[src/rtl/sseg_scan_decoder.sv]
// Purpose : rebuild the 4-digit value shown on a multiplexed active-low seven-segment bus.
// Latency : a dwell first registered at edge k updates outputs after edge k+STABLE_CYCLES; frame_strobe one edge later.
// Backpres: none; passive observer of the display nets, every cycle is sampled.
//
// Ports:
//   clk, R                  clock and synchronous active-high reset
//   an[3:0], sseg[6:0], dp  observed display bus, all active-low (sseg = {g,f,e,d,c,b,a})
//   digit0..digit3          decoded value per position (0-9, 4'hF = blank)
//   dp_out[3:0]             captured decimal point per position, active-high
//   digit_valid[3:0]        position captured since reset/timeout
//   frame_strobe            one-cycle pulse after all four positions were captured
//   frame_valid             a complete frame has been seen since reset/timeout
//   err                     one-cycle pulse on an illegal stable anode or segment pattern
module sseg_scan_decoder #(
    parameter int STABLE_CYCLES = 4,
    parameter int TIMEOUT       = 1048576
) (
    input  logic       clk,
    input  logic       R,
    input  logic [3:0] an,
    input  logic [6:0] sseg,
    input  logic       dp,
    output logic [3:0] digit0,
    output logic [3:0] digit1,
    output logic [3:0] digit2,
    output logic [3:0] digit3,
    output logic [3:0] dp_out,
    output logic [3:0] digit_valid,
    output logic       frame_strobe,
    output logic       frame_valid,
    output logic       err
);

    localparam logic [7:0]  STABLE_L = 8'(STABLE_CYCLES);
    localparam logic [24:0] TO_MAX   = 25'(TIMEOUT);
    localparam logic [24:0] TO_LAST  = 25'(TIMEOUT - 1);

    // Active-low segment pattern to {legal, value}.
    function automatic logic [4:0] seg_decode(input logic [6:0] s);
        logic [4:0] r;
        case (s)
            7'h40:   r = {1'b1, 4'd0};
            7'h79:   r = {1'b1, 4'd1};
            7'h24:   r = {1'b1, 4'd2};
            7'h30:   r = {1'b1, 4'd3};
            7'h19:   r = {1'b1, 4'd4};
            7'h12:   r = {1'b1, 4'd5};
            7'h02:   r = {1'b1, 4'd6};
            7'h78:   r = {1'b1, 4'd7};
            7'h00:   r = {1'b1, 4'd8};
            7'h10:   r = {1'b1, 4'd9};
            7'h7F:   r = {1'b1, 4'hF};
            default: r = {1'b0, 4'h0};
        endcase
        return r;
    endfunction

    logic [11:0]      samp_q, samp_d;
    logic [7:0]       run_q, run_d;
    logic             done_q, done_d;
    logic [3:0][3:0]  dig_q, dig_d;
    logic [3:0]       dpo_q, dpo_d;
    logic [3:0]       vld_q, vld_d;
    logic [3:0]       seen_q, seen_d;
    logic             fstb_q, fstb_d;
    logic             fval_q, fval_d;
    logic             err_q, err_d;
    logic [24:0]      to_q, to_d;

    logic [11:0] samp_in;
    logic        changed;
    logic        fire;
    logic [3:0]  s_an;
    logic [6:0]  s_seg;
    logic        s_dp;
    logic        idle;
    logic        one_low;
    logic [1:0]  pos;
    logic [4:0]  dec;
    logic        legal_cap;

    assign samp_in = {an, sseg, dp};
    assign changed = (samp_in != samp_q);
    assign s_an    = samp_q[11:8];
    assign s_seg   = samp_q[7:1];
    assign s_dp    = samp_q[0];
    assign idle    = (s_an == 4'hF);
    assign dec     = seg_decode(s_seg);

    // Capture once per dwell, judged on the already-registered sample.
    assign fire      = (run_q == STABLE_L) && !done_q;
    assign legal_cap = fire && one_low && dec[4];

    always_comb begin
        one_low = 1'b1;
        pos     = 2'd0;
        case (s_an)
            4'hE:    pos = 2'd0;
            4'hD:    pos = 2'd1;
            4'hB:    pos = 2'd2;
            4'h7:    pos = 2'd3;
            default: one_low = 1'b0;
        endcase
    end

    always_comb begin
        samp_d = samp_in;
        // run_q == 0 only right after reset; the first sample then counts as 1.
        if (changed || (run_q == 8'd0)) begin
            run_d = 8'd1;
        end else if (run_q == 8'd255) begin
            run_d = 8'd255;
        end else begin
            run_d = run_q + 8'd1;
        end
        done_d = changed ? 1'b0 : (done_q | fire);

        dig_d  = dig_q;
        dpo_d  = dpo_q;
        vld_d  = vld_q;
        seen_d = seen_q;
        fval_d = fval_q;
        fstb_d = 1'b0;
        to_d   = to_q;
        err_d  = fire && !idle && !(one_low && dec[4]);

        // Frame completion clears seen first so a same-cycle capture re-arms its bit.
        if (seen_q == 4'hF) begin
            fstb_d = 1'b1;
            fval_d = 1'b1;
            seen_d = 4'h0;
        end

        if (legal_cap) begin
            dig_d[pos]  = dec[3:0];
            dpo_d[pos]  = ~s_dp;
            vld_d[pos]  = 1'b1;
            seen_d[pos] = 1'b1;
            to_d        = 25'd0;
        end else if (to_q != TO_MAX) begin
            to_d = to_q + 25'd1;
            // Values stay; only the "fresh" flags are dropped.
            if (to_q == TO_LAST) begin
                vld_d  = 4'h0;
                seen_d = 4'h0;
                fval_d = 1'b0;
            end
        end
    end

    always_ff @(posedge clk) begin
        if (R) begin
            samp_q <= 12'h000;
            run_q  <= 8'd0;
            done_q <= 1'b0;
            dig_q  <= '0;
            dpo_q  <= 4'h0;
            vld_q  <= 4'h0;
            seen_q <= 4'h0;
            fstb_q <= 1'b0;
            fval_q <= 1'b0;
            err_q  <= 1'b0;
            to_q   <= 25'd0;
        end else begin
            samp_q <= samp_d;
            run_q  <= run_d;
            done_q <= done_d;
            dig_q  <= dig_d;
            dpo_q  <= dpo_d;
            vld_q  <= vld_d;
            seen_q <= seen_d;
            fstb_q <= fstb_d;
            fval_q <= fval_d;
            err_q  <= err_d;
            to_q   <= to_d;
        end
    end

    assign digit0       = dig_q[0];
    assign digit1       = dig_q[1];
    assign digit2       = dig_q[2];
    assign digit3       = dig_q[3];
    assign dp_out       = dpo_q;
    assign digit_valid  = vld_q;
    assign frame_strobe = fstb_q;
    assign frame_valid  = fval_q;
    assign err          = err_q;

endmodule
[config.mk]
export PLATFORM = sky130hd
export DESIGN_NAME = sseg_scan_decoder
export DESIGN_NICKNAME = d
export VERILOG_FILES = /design/src/rtl/sseg_scan_decoder.sv
export SDC_FILE = /design/constraint.sdc
export NUM_CORES = 1
export LEC_CHECK = 0
export BUFFER_PORTS_ARGS = -buffer_cell sky130_fd_sc_hd__buf_2
export CAP_MARGIN = 10
export CORE_UTILIZATION = 63
export DETAILED_ROUTE_END_ITERATION = 10
export PLACE_DENSITY_LB_ADDON = 0.08
export SYNTH_ARGS = -nofsm -noshare
export SYNTH_HDL_FRONTEND = slang
export SYNTH_SLANG_ARGS = --single-unit
[constraint.sdc]
create_clock -name clk -period 2.78 [get_ports clk]
set_clock_uncertainty 0.1 [all_clocks]
set_input_delay 0.695 -clock clk [delete_from_list [all_inputs] [get_ports clk]]
set_output_delay 0.695 -clock clk [all_outputs]
set_load 0.02 [all_outputs]
==> run metrics, run 1 <==
largest vdd supply drop=0.000455 V; Final Routed Wirelength=7570 um; antenna cell count=0; number of warning messages in the yosys log=0; critical path launch point type=flip-flop; TritonRoute pass-1 iters=6; clock latency of the later-clocked register in the worst-skew pair=0.35 ns; post-synthesis sequential area ratio=0.402; depth of the worst register-to-register path=5; hold buffer count at CTS=0; deepest clock path buffer count=2; leading cell types by total area after synthesis=sky130_fd_sc_hd__dfxtp_1 40%, sky130_fd_sc_hd__xor2_1 5.5%, sky130_fd_sc_hd__nor3_2 5.2%, sky130_fd_sc_hd__mux2i_1 4.7%, sky130_fd_sc_hd__xnor2_1 3.7%; worst min path class=reg2reg; Setup violations, final=0; critical setup path kind=reg2reg; distinct cell type count of the synthesized netlist=58; GP Congestion=0.839; CTS root buffer=sky130_fd_sc_hd__clkbuf_8; register-to-register path setup slack=0.51 ns; clock-pin slew reported for the worst setup and hold paths after clock tree synthesis=0.08 ns; flip-flop cell with the highest count after synthesis=sky130_fd_sc_hd__dfxtp_1; Slew Limit Fails=0; fraction of synthesized cell area taken by the top area cell type=0.402; crit path setup slack, layout=0.512 ns; total placed cells including tap cells=483; input/output buffers=40; number of DRC markers after the initial detailed-route iteration=100; arrival time reported for the critical path endpoint=2.38 ns; peak fanout along the critical path=9; number of buffers created by CTS=9; mean instance size in the synthesized netlist=10.0 um^2; Tcrit/Tclk final=0.816; unrepaired setup endpoints after global routing=false; run status=completed; vias in the first global route=2,634; net count after synthesis=400; full die area=6410 um^2; required time at the worst-slack endpoint=2.89 ns; number of antenna violations at the first check in global routing=0; final net count=437; Final Hold Viols=0; vertical die dimension=80.0 um; largest net degree at the start of global routing=26; number of instances in the synthesized netlist=382; final critical delay including setup and external delays=2.27 ns; worst setup path startpoint=to_q[2]; overall via count from detail_route=2,941; total clock sinks=77; die width=80.0 um; global-route usage over all layers=0.248; Power Density=513 nW/um^2; DRC errors left=0; Resized cells post-CTS=0; Crit. End Element=flip-flop; H-Tree Level Count=3; number of rows in the core area=28; num ports=41; post-CTS setup buffer count=0; number of flops mapped to enable cells by yosys=0; first-pass GRT wire length=12,200 um; worst hold margin=0.357 ns; CTS tree=done; count of non-filler cells in the finished layout=498; Setup TNS Final=0 ns; total standard cell area after synthesis=3840 um^2; via count normalized by instance count=5.91; Async S/R FF share, synth=0; pre-CTS setup slack=0.462 ns; highest achievable clock rate=441 MHz; Avg WL per Cell=15.2 um; register bit count reported by yosys=77; Critical path destination=seen_q[3]; Core Util, Final=0.724; max_slew headroom=0.621; layout-stage area growth over the synthesis result=11.1%; proportion of layout cells with a drive suffix above 1=0.241; library cell with the highest instance count after synthesis=sky130_fd_sc_hd__dfxtp_1; critical register-to-register path startpoint=to_q[2]; most area-hungry cell type in the Yosys netlist=sky130_fd_sc_hd__dfxtp_1; core region area=5890 um^2; cell depth of the worst min-delay path=2; Initial Utilization=0.652; commonest cells in the synthesized netlist=77 x sky130_fd_sc_hd__dfxtp_1, 29 x sky130_fd_sc_hd__nand2_1, 24 x sky130_fd_sc_hd__xor2_1; aggregate global routing overflow=0; static leakage=1.70 nW; antenna violation net count after detailed routing=0; number of max-cap violations=0; capturing point of the worst reg2reg path=seen_q[3]; DP HPWL=5130 um; worst-margin pin slew=0.568 ns
## how the worst min path moves through the flow
stage                    from        end
finish              digit0[3]  digit0[3]
floorplan              done_q     done_q
global placement    digit1[0]  digit1[0]
detailed placement  digit0[3]  digit0[3]
global route        digit3[0]  digit3[0]
CTS                 digit0[3]  digit0[3]
## through the flow
step / total power (W) / cell area [um^2]
finish: 0.00218 / 4260
global placement: 0.00128 / 4040
floorplan: 0.00125 / 3840
CTS: 0.00220 / 4260
detailed placement: 0.00128 / 4040
global route: 0.00226 / 4260
## final cells by class
cell class,count,area [um^2]
Tap cell,75,93.8
Clock inverter,5,83.8
Multi-Input combinational cell,268,2100
Timing Repair Buffer,44,230
Inverter,19,71.3
Sequential cell,77,1540
Fill cell,473,1630
Clock buffer,10,138
## state kept, by name (all words and copies together), names as in the netlist
signal / count
dp_out: 4
digit_valid: 4
digit1: 4
digit3: 4
frame_strobe: 1
to_q: 25
digit2: 4
digit0: 4
samp_q: 12
err: 1
frame_valid: 1
done_q: 1
run_q: 8
seen_q: 4
## cell families after synthesis
kind of cell,count (synthesis),synth area share
AOI/OAI and AO/OA,44,0.119
muxes,18,0.0470
adders and majority gates,4,0.0130
and+or+nand+nor,162,0.278
DFF,77,0.402
buffers and inverters,37,0.0502
xor gates and xnor gates,40,0.0913
## per-layer routing
layer | global-route usage | share of wire | up-vias
li1 | - | - | 1449
met1 | 0.317 | 0.47 | 1413
met2 | 0.403 | 0.48 | 70
met3 | 0.0629 | 0.034 | 9
met4 | 0.0875 | 0.015 | 0
met5 | 0 | 0 | -
## layout by cell type, fill, tap and decap left out, drive strengths merged, types with 3 or more instances in the layout
| cell type | count |
|---|---|
| dfxtp | 77 |
| nor4 | 12 |
| clkbuf | 10 |
| nor3 | 30 |
| o311ai | 7 |
| mux2i | 18 |
| and3 | 8 |
| nand3b | 3 |
| nor3b | 7 |
| xor2 | 24 |
| nand3 | 17 |
| nor2b | 14 |
| xnor2 | 16 |
| and4 | 7 |
| and2 | 4 |
| ha | 4 |
| a221oi | 13 |
| inv | 19 |
| nand2 | 29 |
| a21oi | 9 |
| a21o | 3 |
| nor2 | 12 |
| nand4 | 10 |
| buf | 44 |
## report_power, final
group / leakage [nW] / switching (W) / internal (W)
Combinational: 0.972 / 0.0000693 / 0.0000465
Clock: 0.105 / 0.000400 / 0.000528
Sequential: 0.624 / 0.0000255 / 0.00112
Total: 1.70 / 0.000495 / 0.00169
## worst max-delay path: stages (launching register included)
cell	delay, ns
sky130_fd_sc_hd__dfxtp_1	0.47
sky130_fd_sc_hd__and4_1	0.39
sky130_fd_sc_hd__and4_1	0.31
sky130_fd_sc_hd__nand4_1	0.20
sky130_fd_sc_hd__nor3b_4	0.49
sky130_fd_sc_hd__a221oi_1	0.17
No activity file was read; power rests on OpenSTA's default activity.
==> inputs of run 2 (changes only) <==
Settings changed: CORE_UTILIZATION 63 to 53.
Clock period 2.78 ns to 2.07 ns, I/O delays scaled along.
==> run metrics, run 2 (synthesis gave the netlist of run 1 again) <==
number of rows in the core area=30 (+7.1%); register containing the most flip-flops in the final layout=to_q; H-Tree Level Count=3 (unchanged); core region area=6910 um^2 (+17%); Crit. End Element=flip-flop; global-route usage over all layers=0.220 (-0.0280); die width=87.1 um (+8.8%); number of max-cap violations=0 (unchanged); power share of the combinational group=0.063 (+0.010); peak fanout along the critical path=11 (+2); CTS tree=done; peak per-stage delay on the critical path=0.38 ns (-0.11 ns); static leakage=1.91 nW (+12%); design internal power=0.00229 W (+35%); input/output buffers=40 (unchanged); vias in the first global route=2,778 (+5.5%); largest vdd supply drop=0.000355 V (-22%); net switching share of the total power=0.229 (+0.00293); depth of the worst register-to-register path=7 (+2); required time at the worst-slack endpoint=2.25 ns (-0.64 ns); critical register-to-register path startpoint=samp_q[2]; Design Area, Final=4680 um^2 (+9.9%); capturing point of the worst reg2reg path=digit1[3]; GP Congestion=0.779 (-7.2%); layout-stage area growth over the synthesis result=22.1%; number of antenna violations at the first check in global routing=0 (unchanged); Power Density=634 nW/um^2 (+24%); first-pass GRT wire length=13,000 um (+7.0%); TritonRoute pass-1 iters=4 (-2); total clock sinks=77 (unchanged); aggregate global routing overflow=0 (unchanged); Avg WL per Cell=14.3 um (-5.7%); sequential cell fraction of total power=0.515 (-0.007); Setup violations, final=0 (unchanged); antenna cell count=0 (unchanged); Sequential Area=1550 um^2 (+0.32%); Final Routed Wirelength=7900 um (+4.5%); worst setup path startpoint=samp_q[2]; largest net degree at the start of global routing=31 (+19%); overall via count from detail_route=3,001 (+2.0%); origin of the worst min-delay path=sseg[3]; DRC errors left=0 (unchanged); Hold Crit Endpoint=samp_q[4]; number of buffers created by CTS=9 (unchanged); kind of cell with the highest combined delay on the critical path=compound AO/OA/AOI/OAI gates; clock-pin slew reported for the worst setup and hold paths after clock tree synthesis=0.08 ns (about the same); CTS root buffer=sky130_fd_sc_hd__clkbuf_8; Final Hold Viols=0 (unchanged); Setup TNS Final=0 ns (unchanged); deepest clock path buffer count=2 (unchanged); highest-count cells in the layout ignoring fill and taps=73 x sky130_fd_sc_hd__dfxtp_1, 40 x sky130_fd_sc_hd__buf_2, 29 x sky130_fd_sc_hd__nand2_1; via count normalized by instance count=5.44 (-7.9%); commonest non-fill, non-tap cell in the layout=sky130_fd_sc_hd__dfxtp_1; max FFs per register=25 (unchanged); highest achievable clock rate=484 MHz (+9.8%); max_slew headroom=0.682 (+0.0608); number of DRC markers after the initial detailed-route iteration=108 (+8.0%); critical setup path kind=reg2reg; critical path launch point type=flip-flop; total power=0.00297 W (+36%); Tcrit/Tclk final=0.998 (+0.182); register-to-register path setup slack=0.004 ns (-0.51 ns); worst-path cell chain=and3b_1 -> o2111ai_2 -> o211ai_1 -> clkbuf_16 -> o311ai_4 -> buf_4 -> mux2i_1; proportion of layout cells with a drive suffix above 1=0.327 (+0.0856); worst hold margin=0.304 ns (-0.0524 ns); vertical die dimension=87.1 um (+8.8%); worst min path class=in2reg; final net count=469 (+7.3%); Slew Limit Fails=0 (unchanged); Initial Utilization=0.555 (-0.0964); Fill cells=593 (+25%); combined area of the multi-input logic cells=2150 um^2 (+2.1%); arrival time reported for the critical path endpoint=2.24 ns (-0.14 ns); Buf+Inv Stages, Crit Path=2 (+2); number of logic stages on the critical path including buffering=7 (+2); unrepaired setup endpoints after global routing=true; run status=completed; portion of total power attributed to the clock network=0.423 (-0.002); worst-margin pin slew=0.474 ns (-0.0941 ns); antenna violation net count after detailed routing=0 (unchanged); num ports=41 (unchanged); clock latency of the later-clocked register in the worst-skew pair=0.35 ns (about the same); cell depth of the worst min-delay path=2 (unchanged); DP HPWL=5480 um (+6.8%); final critical delay including setup and external delays=2.07 ns (-0.202 ns); standard cell area after detailed placement=4330 um^2 (+7.3%); Regs by FF count=to_q: 25 flops, samp_q: 12 flops, run_q: 8 flops; power dissipated by switching net loads=0.000681 W (+38%); full die area=7580 um^2 (+18%); slowest CP cell=sky130_fd_sc_hd__o311ai_4
## run 2: cell types whose count changed in the layout (fill, tap and decap cells not counted), sizes merged
cell      before  now
clkinvlp       2    1
clkbuf        10   11
clkinv         1    4
inv           19   18
buf           44   75
## run 2: layer usage
layer | up-vias | wire (um) | GRT usage
li1 | 1515 | - | -
met3 | 7 | 345 | 0.0626
met2 | 64 | 3580 | 0.345
met4 | 0 | 61 | 0.0621
met1 | 1415 | 3920 | 0.293
met5 | - | 0 | 0
## run 2: area by class of cell
class / count / area share
multi-input cells: 268 / 0.458
flip-flops and latches: 77 / 0.330
repair buffers: 76 / 0.123
clock buffers: 10 / 0.0294
well taps: 96 / 0.0256
clock inverters: 6 / 0.0184
inverters: 19 / 0.0152
## run 2: worst max path at each step
stage	end
3_3_place_gp	run_q[6]
2_1_floorplan	to_q[10]
3_5_place_dp	run_q[6]
6_report	digit1[3]
5_1_grt	digit1[3]
4_1_cts	digit2[3]
## run 2: through the flow
step	cells	util	setup slack, ns
finish	552	0.678	0.00393
global route	552	0.678	-0.151
CTS	544	0.660	0.0109
detailed placement	528	0.627	-0.0367
global placement	528	0.627	0.0214
floorplan	382	-	0.161
## run 2: what timing repair did
action                                 4_1_cts  5_1_grt
hold buffers                                 0        0
endpoints found under the hold margin        0        0
gates resized for setup                      0       19
buffers inserted                             0        8
setup endpoints to repair                    0       49
## run 2: power groups by stage
stage,logic (W),clock network [W],registers [W]
floorplan,0.000129,0,0.00155
global placement,0.000173,0,0.00156
detailed placement,0.000176,0,0.00156
CTS,0.000177,0.00129,0.00153
global route,0.000204,0.00135,0.00153
finish,0.000187,0.00126,0.00153
## run 2: worst reg2reg max path, stage by stage (launching register included)
cell	delay, ns
sky130_fd_sc_hd__dfxtp_2	0.36
sky130_fd_sc_hd__and3b_1	0.19
sky130_fd_sc_hd__o2111ai_2	0.23
sky130_fd_sc_hd__o211ai_1	0.17
sky130_fd_sc_hd__clkbuf_16	0.21
sky130_fd_sc_hd__o311ai_4	0.38
sky130_fd_sc_hd__buf_4	0.18
sky130_fd_sc_hd__mux2i_1	0.16
==> inputs of run 3 (changes only) <==
==> constraint.sdc (replaced) <==
create_clock -name clk -period 2.07 [get_ports clk]
set_clock_uncertainty 0.1 [all_clocks]
set_input_delay 0.3105 -clock clk [delete_from_list [all_inputs] [get_ports clk]]
set_output_delay 0.3105 -clock clk [all_outputs]
set_load 0.02 [all_outputs]
==> run metrics, run 3 (synthesis gave the netlist of run 1 again) <==
run status=completed; crit path setup slack, layout=0.0669 ns (+0.0630 ns); total clock sinks=77 (unchanged); clock-pin slew reported for the worst setup and hold paths after clock tree synthesis=0.08 ns (about the same); Setup violations, final=0 (unchanged); static leakage=1.84 nW (-3.6%); Regs by FF count=to_q: 25 flops, samp_q: 12 flops, run_q: 8 flops; number of DRC markers after the initial detailed-route iteration=82 (-24%); routing usage on met3=0.0351 (-0.0275); CTS tree=done; overall via count from detail_route=2,971 (-1.0%); depth of the worst register-to-register path=7 (unchanged); max_slew headroom=0.671 (-0.0113); pre-CTS setup slack=0.0508 ns (+0.0875 ns); combined area of the multi-input logic cells=2150 um^2 (+0.23%); capturing point of the worst reg2reg path=digit1[2]; Power Density=615 nW/um^2 (-3.1%); TritonRoute pass-1 iters=4 (unchanged); antenna violation net count after detailed routing=0 (unchanged); number of rows in the core area=30 (unchanged); final critical delay including setup and external delays=2.00 ns (-0.0630 ns); Slew Limit Fails=0 (unchanged); Initial Utilization=0.555 (unchanged); max FFs per register=25 (unchanged); CTS root buffer=sky130_fd_sc_hd__clkbuf_8; Hold Crit Endpoint=samp_q[2]; DP HPWL=5440 um (-0.75%); clock latency of the later-clocked register in the worst-skew pair=0.34 ns (about the same); Sequential Area=1550 um^2 (about the same); input/output buffers=40 (unchanged); GRT met2 Usage=0.324 (-0.0208); vertical die dimension=87.1 um (unchanged); required time at the worst-slack endpoint=2.25 ns (about the same); full die area=7580 um^2 (unchanged); Tcrit/Tclk final=0.968 (-0.0304); first-pass GRT wire length=12,700 um (-2.6%); proportion of layout cells with a drive suffix above 1=0.303 (-0.0234); num ports=41 (unchanged); critical register-to-register path startpoint=samp_q[4]; layout-stage area growth over the synthesis result=19.2%; largest vdd supply drop=0.000386 V (+8.7%); cell depth of the worst min-delay path=2 (unchanged); worst min path class=in2reg; critical setup path kind=reg2reg; hold buffer count at CTS=0 (unchanged); number of max-cap violations=0 (unchanged); Final Routed Wirelength=7700 um (-2.6%); unrepaired setup endpoints after global routing=true; layer carrying the most global-route usage=met2; worst-path cell chain=and3b_1 -> o2111ai_2 -> o211ai_1 -> buf_12 -> o311ai_4 -> buf_6 -> mux2i_1; peak per-stage delay on the critical path=0.37 ns (about the same); aggregate global routing overflow=0 (unchanged); highest-count cells in the layout ignoring fill and taps=72 x sky130_fd_sc_hd__dfxtp_1, 40 x sky130_fd_sc_hd__buf_2, 29 x sky130_fd_sc_hd__nand2_1; antenna cell count=0 (unchanged); number of buffers created by CTS=9 (unchanged); commonest non-fill, non-tap cell in the layout=sky130_fd_sc_hd__dfxtp_1; die width=87.1 um (unchanged); global-route usage over all layers=0.216 (-0.00386); vias in the first global route=2,679 (-3.6%); DRC errors left=0 (unchanged); number of antenna violations at the first check in global routing=0 (unchanged); GP Congestion=0.799 (+2.7%); critical path launch point type=flip-flop; Final Hold Viols=0 (unchanged); Avg WL per Cell=14.2 um (-0.60%); H-Tree Level Count=3 (unchanged); worst-margin pin slew=0.491 ns (+0.0168 ns); arrival time reported for the critical path endpoint=2.18 ns (-0.06 ns); origin of the worst min-delay path=sseg[1]; final net count=458 (-2.3%); core region area=6910 um^2 (unchanged); register containing the most flip-flops in the final layout=to_q; slowest CP cell=sky130_fd_sc_hd__dfxtp_2; Fill cells=569 (-4.0%); total power=0.00281 W (-5.3%); largest net degree at the start of global routing=33 (+6.5%); Crit. End Element=flip-flop; deepest clock path buffer count=2 (unchanged); M1 GR Usage=0.307 (+0.0137); worst hold margin=0.104 ns (-0.200 ns); highest achievable clock rate=499 MHz (+3.1%); via count normalized by instance count=5.49 (+1.0%); register-to-register path setup slack=0.07 ns (+0.06 ns); peak fanout along the critical path=11 (unchanged)
==> run 3: critical path: cells and delay by family (launching register included) <==
kind / cells / cell delay (ns)
muxes: 1 / 0.17
AOI/OAI and AO/OA: 3 / 0.74
and+or+nand+nor: 1 / 0.20
buffers and inverters: 2 / 0.35
DFF: 1 / 0.37
==> run 3: metrics by stage <==
stage | cells | TNS, ns | area (um^2) | util
after floorplan | 382 | 0 | 3840 | -
after global placement | 522 | 0 | 4300 | 0.623
after detailed placement | 522 | 0 | 4300 | 0.623
after CTS | 538 | 0 | 4490 | 0.651
after global routing | 541 | -0.645 | 4570 | 0.662
final | 541 | 0 | 4570 | 0.662
==> run 3: worst max-delay path by stage <==
stage | start | endpoint | slack, ns | cells after the start
floorplan | samp_q[1] | to_q[10] | 0.16 | 8
global placement | samp_q[4] | digit1[2] | 0.11 | 7
detailed placement | samp_q[4] | digit1[2] | 0.05 | 7
CTS | samp_q[4] | digit1[2] | 0.004 | 7
global route | samp_q[4] | digit1[0] | -0.06 | 7
finish | samp_q[4] | digit1[2] | 0.07 | 7
==> run 3: final cells by class <==
cell class,instances,area share
flip-flops and latches,77,0.338
well taps,96,0.0263
clock buffers,10,0.0279
multi-input cells,269,0.470
inverters,19,0.0156
clock inverters,6,0.0139
repair buffers,64,0.107
==> run 3: what timing repair did <==
action / 4_1_cts / 5_1_grt
setup endpoints to repair: 1 / 47
pin swaps: 0 / 4
setup buffers: 0 / 2
gates cloned: 0 / 1
resized for setup: 1 / 17
==> run 3: power breakdown <==
group	total (W)	switching, W	internal [W]
Clock	0.00111	0.000551	0.000555
Combinational	0.000178	0.000102	0.0000761
Sequential	0.00153	0.0000289	0.00150
==> run 3: layer usage <==
layer,vias up,part of all wire
met1,1400,0.51
met2,63,0.44
met3,6,0.035
met4,0,0.011
met5,-,0
li1,1502,-
